$ cat src/rtl/seq_detect_param.sv
// -----------------------------------------------------------------------------
// seq_detect_param
//   Serial pattern detector with a run-time loadable N-bit pattern, selectable
//   overlapping / non-overlapping matching and a saturating match counter.
//
//   state table (progress k = number of leading pattern bits matched)
//     k         | meaning
//     0         | searching, nothing matched
//     1 .. N-1  | partial match of the first k pattern bits
//     N         | match; o_out = 1 while here
//
// Ports
//   i_clk   : clock, all updates on rising edge
//   i_rst   : synchronous active-high reset (pattern <= PATTERN, k, out, cnt <= 0)
//   i_en    : bit-valid, i_in consumed only when high
//   i_in    : serial input bit
//   i_ovl   : 1 = overlapping matches, 0 = non-overlapping
//   i_load  : load i_pat as the active pattern, restart search
//   i_pat   : new pattern, MSB is the first bit expected
//   i_clr   : clear the match counter
//   o_out   : registered match flag (k == N)
//   o_cnt   : registered saturating match count
// -----------------------------------------------------------------------------
module seq_detect_param #(
    parameter int              N       = 4,
    parameter logic [N-1:0]    PATTERN = 4'b1011,
    parameter int              CW      = 8
) (
    input  logic          i_clk,
    input  logic          i_rst,
    input  logic          i_en,
    input  logic          i_in,
    input  logic          i_ovl,
    input  logic          i_load,
    input  logic [N-1:0]  i_pat,
    input  logic          i_clr,
    output logic          o_out,
    output logic [CW-1:0] o_cnt
);

    localparam int            KW      = $clog2(N + 1);
    localparam logic [KW-1:0] K_MATCH = KW'(N);
    localparam logic [CW-1:0] CNT_MAX = {CW{1'b1}};

    logic [N-1:0]  r_pr;
    logic [KW-1:0] r_k;
    logic          r_out;
    logic [CW-1:0] r_cnt;

    logic [KW-1:0] w_border;
    logic [KW-1:0] w_kp;
    logic [KW-1:0] w_k_next;
    logic          w_hit;

    // Bit of pr at position pos, done with a shift to keep index widths clean.
    function automatic logic f_bit(input logic [N-1:0] pr, input int pos);
        logic [N-1:0] t;
        t = pr >> pos;
        return t[0];
    endfunction

    // Longest proper prefix of pr that is also a suffix of pr.
    function automatic logic [KW-1:0] f_border(input logic [N-1:0] pr);
        logic [KW-1:0] best;
        logic          ok;
        best = '0;
        for (int j = 1; j < N; j++) begin
            ok = 1'b1;
            for (int i = 0; i < N; i++) begin
                if (i < j) begin
                    if (f_bit(pr, N - 1 - i) != f_bit(pr, j - 1 - i)) ok = 1'b0;
                end
            end
            if (ok) best = KW'(j);
        end
        return best;
    endfunction

    // Candidate string s = first kp pattern bits followed by b (length kp+1).
    // Result is the longest pattern prefix that is a suffix of s.
    function automatic logic [KW-1:0] f_next_k(input logic [N-1:0] pr,
                                               input logic [KW-1:0] kp,
                                               input logic b);
        logic [KW-1:0] best;
        logic          ok;
        logic          sb;
        int            len;
        int            idx;
        best = '0;
        len  = int'(kp) + 1;
        for (int j = 1; j <= N; j++) begin
            if (j <= len) begin
                ok = 1'b1;
                for (int i = 0; i < N; i++) begin
                    if (i < j) begin
                        idx = len - j + i;
                        sb  = (idx == int'(kp)) ? b : f_bit(pr, N - 1 - idx);
                        if (f_bit(pr, N - 1 - i) != sb) ok = 1'b0;
                    end
                end
                if (ok) best = KW'(j);
            end
        end
        return best;
    endfunction

    always_comb begin
        w_border = f_border(r_pr);
        // From the match state the search resumes at the border (overlap) or
        // from scratch, so no bit of a completed match is reused.
        if (r_k == K_MATCH) begin
            w_kp = i_ovl ? w_border : '0;
        end else begin
            w_kp = r_k;
        end
        w_k_next = f_next_k(r_pr, w_kp, i_in);
        w_hit    = (w_k_next == K_MATCH);
    end

    always_ff @(posedge i_clk) begin
        if (i_rst) begin
            r_pr  <= PATTERN;
            r_k   <= '0;
            r_out <= 1'b0;
            r_cnt <= '0;
        end else begin
            if (i_load) begin
                r_pr  <= i_pat;
                r_k   <= '0;
                r_out <= 1'b0;
            end else if (i_en) begin
                r_k   <= w_k_next;
                r_out <= w_hit;
            end

            if (i_clr) begin
                r_cnt <= '0;
            end else if (!i_load && i_en && w_hit && (r_cnt != CNT_MAX)) begin
                r_cnt <= r_cnt + CW'(1);
            end
        end
    end

    assign o_out = r_out;
    assign o_cnt = r_cnt;

endmodule

$ cat config.mk
export PLATFORM = sky130hd
export DESIGN_NAME = seq_detect_param
export DESIGN_NICKNAME = d
export VERILOG_FILES = /design/src/rtl/seq_detect_param.sv
export SDC_FILE = /design/constraint.sdc
export NUM_CORES = 1
export LEC_CHECK = 0
export BUFFER_PORTS_ARGS = -buffer_cell sky130_fd_sc_hd__buf_4
export CAP_MARGIN = 25
export CORE_MARGIN = 2
export CORE_UTILIZATION = 35
export DETAILED_ROUTE_END_ITERATION = 6
export GPL_TIMING_DRIVEN = 0
export PLACE_DENSITY = 0.55
export SYNTH_ARGS = -nofsm -noshare
export SYNTH_HDL_FRONTEND = slang
export SYNTH_SLANG_ARGS = --single-unit
$ cat constraint.sdc
create_clock -name i_clk -period 5.67 [get_ports i_clk]
set_clock_uncertainty 0.2 [all_clocks]
set_input_delay 1.134 -clock i_clk [delete_from_list [all_inputs] [get_ports i_clk]]
set_output_delay 1.134 -clock i_clk [all_outputs]
set_load 0.005 [all_outputs]
==> impl_results.md <==
- Final setup vio count: 0
- WP data arrival: 5.42 ns
- EDFF count, synth: 0
- Final period util: 95.85%
- RSZ-0062 raised after global routing: false
- Ys flop type: dfxtp_1
- Warnings from Yosys: 0
- Die height: 82.71 um
- Yosys reg bits: 16
- Setup TNS: 0 ns
- Worst setup EP type: flop
- Simple-gate share of the synthesized area: 28.04%
- Nets: 346
- Row count: 28
- VDD IR max: 0.00009250 V
- Final worst setup slack: 0.2353 ns
- Post-Syn Area: 0.002168 mm^2
- Mux contribution to synthesized area: 3.693%
- Dpl hpwl: 4.281 mm
- Clk buf depth: 2
- Port Buffer Count: 18
- Cell count after synthesis: 273
- DRC Markers: 0
- Global Route Usage Sum: 17.05%
- First-pass GRT wire length: 9.163 mm
- Die area: 0.006841 mm^2
- DR pass1 iterations: 4
- Asr flop ratio synth: 0%
- Seq/Total Area, Yosys: 14.77%
- H-tree levels: 1
- Synth Area in XOR/XNOR: 7.617%
- Hold_buf cts: 0
- Vias in the first global route: 1966
- Clk sinks: 16
- Via density: 5.599
- Clock period minus worst slack: 5.435 ns
- Status: finished clean
- Setup WS pre-CTS: -0.5240 ns
- Floorplan core area: 0.005956 mm^2
- RD Place Congestion: 0.8826
- Clock slew at reported path FFs: 0.06 ns
- Share of cells above drive strength 1: 23.13%
- Top Ports: 20
- Crit Path Class: input port to flop
- Die width: 82.71 um
- Vias: 2139
- Slew margin rel.: 63.12%
- Adder-cell share of the synthesized area: 15.58%
- CTS tree: built
- Detailed Route WL: 5.684 mm
- Final Hold Fails: 0
- Root buffer cell: clkbuf_8
- HP Class: flop to flop
- Unique masters post-synth: 61
- Worst EP required: 5.66 ns
- Main combinational cell family by area after synthesis: simple AND/OR/NAND/NOR gates
- Leak Pwr: 1.074 nW
- Initial DRC Count: 173
- Post-synthesis compound-gate area fraction: 24.64%
- Initial antenna violation count: 0
- Overall Power: 334.0 uW
- Antenna Violating Nets Remaining: 0
- Startpoint Class: input port
- Synthesized area per cell: 7.943 um^2
- Global route overflow: 0
- Syn nets: 311
- Num CTS Buffers: 3
- Worst-Skew Late Latency: 0.25 ns
- Cell Pwr Density: 123.4 mW/mm^2
- Final number of max-transition violations: 0
- Largest net degree at the start of global routing: 11
- Fill cell count: 600
- Ant diodes: 0
- Worst-path maximum fanout: 9
- Layout area overhead: 24.87%
- Slew @ Worst Pin: 0.5457 ns
- Initial Utilization: 36.41%
- Maxcap violations: 0
- Max Freq: 184.0 MHz
- WL per Instance: 14.88 um
## stage by stage
stage | util, % | cells | hold slack, ns | area [um^2]
2_1_floorplan | - | 273 | 0.2514 | 2176
3_3_place_gp | 40.38 | 366 | 0.2574 | 2405
3_5_place_dp | 40.38 | 366 | 0.2510 | 2405
4_1_cts | 42.42 | 373 | 0.2605 | 2526
5_1_grt | 45.46 | 382 | 0.2883 | 2708
6_report | 45.46 | 382 | 0.2553 | 2708
## registers in the layout, indices dropped and copies added, names as in the netlist
register and flops:
r_pr 4, r_k 3, o_cnt 8, o_out 1
## layer usage
metal	GRT usage, %	wire length [um]
met1	22.00	2598
met2	29.52	2845
met3	1.957	212
met4	5.410	27
met5	0	0
## path summary, 6_finish.rpt
| kind | startpoint | depth (start not counted) | slack (ns) | to |
|---|---|---|---|---|
| hold / removal | o_out | 2 | 0.26 | o_out |
| setup reg to reg | r_k[0] | 17 | 0.68 | o_cnt[6] |
| setup / recovery | i_ovl | 18 | 0.24 | o_cnt[6] |
| hold reg to reg | o_out | 2 | 0.26 | o_out |
## layout make-up
| type | instances | area [um^2] | share of cell area [%] |
|---|---|---|---|
| timing repair buffer | 30 | 229.0 | 8.457 |
| inverter | 14 | 52.55 | 1.941 |
| clock buffer | 4 | 55.05 | 2.033 |
| sequential | 16 | 320.3 | 11.83 |
| multi-input combinational | 231 | 1883 | 69.55 |
| buffer | 12 | 73.82 | 2.726 |
| tap | 75 | 93.84 | 3.466 |
## report_power, final
| group | internal (mW) | switching, mW |
|---|---|---|
| Combinational | 0.0511 | 0.0637 |
| Clock | 0.0616 | 0.0402 |
| Sequential | 0.115 | 0.00279 |
## cell usage after synthesis (5+ instances only)
library cell  instances  share of area (%)
or4_1                 5                1.7
a211oi_1              8                2.8
nand4_1               5                1.4
inv_1                11                1.9
clkbuf_1              5               0.87
nand2_1              24                4.2
mux2i_1               8                3.7
nor3_1                8                1.8
and3_1                5                1.4
nand2b_1              5                1.4
ha_1                 27                 16
nand3_1              14                3.2
xor2_1                8                3.2
a21oi_1              15                3.5
nor2_1                6                1.0
o31ai_1               5                1.7
xnor2_1               9                3.6
o21ai_0               9                2.1
nor2b_1               5                1.4
dfxtp_1              16                 15
## worst max-delay path, stage by stage
cell       delay, ns
buf_4           0.13
and3b_1         0.18
a31o_4          0.30
ha_1            0.26
nand2_1         0.24
ha_4            0.28
xor2_4          0.20
buf_4           0.14
nand4_1         0.09
ha_1            0.29
nand4b_1        0.08
or4_4           0.43
a2111oi_4       0.22
xnor2_1         0.11
or4_1           0.48
buf_4           0.18
or4_1           0.53
a21oi_2         0.15
## layout by cell type (no fill, tap or decap), types with 3 or more instances in the layout
master / n
mux2i_1: 8
nand3b_1: 3
a21oi_1: 13
nor2_1: 6
and3b_1: 4
ha_1: 21
nand3_1: 14
o211ai_1: 4
or4_1: 4
inv_2: 3
dfxtp_1: 16
o31ai_1: 4
nor3_1: 8
o21ai_0: 9
clkbuf_1: 4
or3_1: 4
and2_1: 3
nand3_2: 3
a211oi_1: 8
ha_4: 6
and3_1: 5
nor2b_1: 5
inv_1: 11
nand2_1: 23
nor3b_1: 3
xnor2_1: 8
buf_4: 33
a211o_1: 3
clkbuf_8: 4
nand2b_1: 5
xor2_1: 6
nand4_1: 5
a31oi_1: 3
## cell families (layout without fill, tap and decap cells)
kind of cell,count (synthesis),after routing
flops,16,16
fa+ha+maj,27,27
simple gates,105,105
xor+xnor,18,18
buf+inv,26,60
mux,8,8
compound gates,73,73
## repair_timing
action	4_1_cts	5_1_grt
gates resized for setup	8	19
pin swaps	2	7
setup endpoints to repair	12	11
buffers inserted	3	9
No activity file was read; power rests on OpenSTA's default activity.
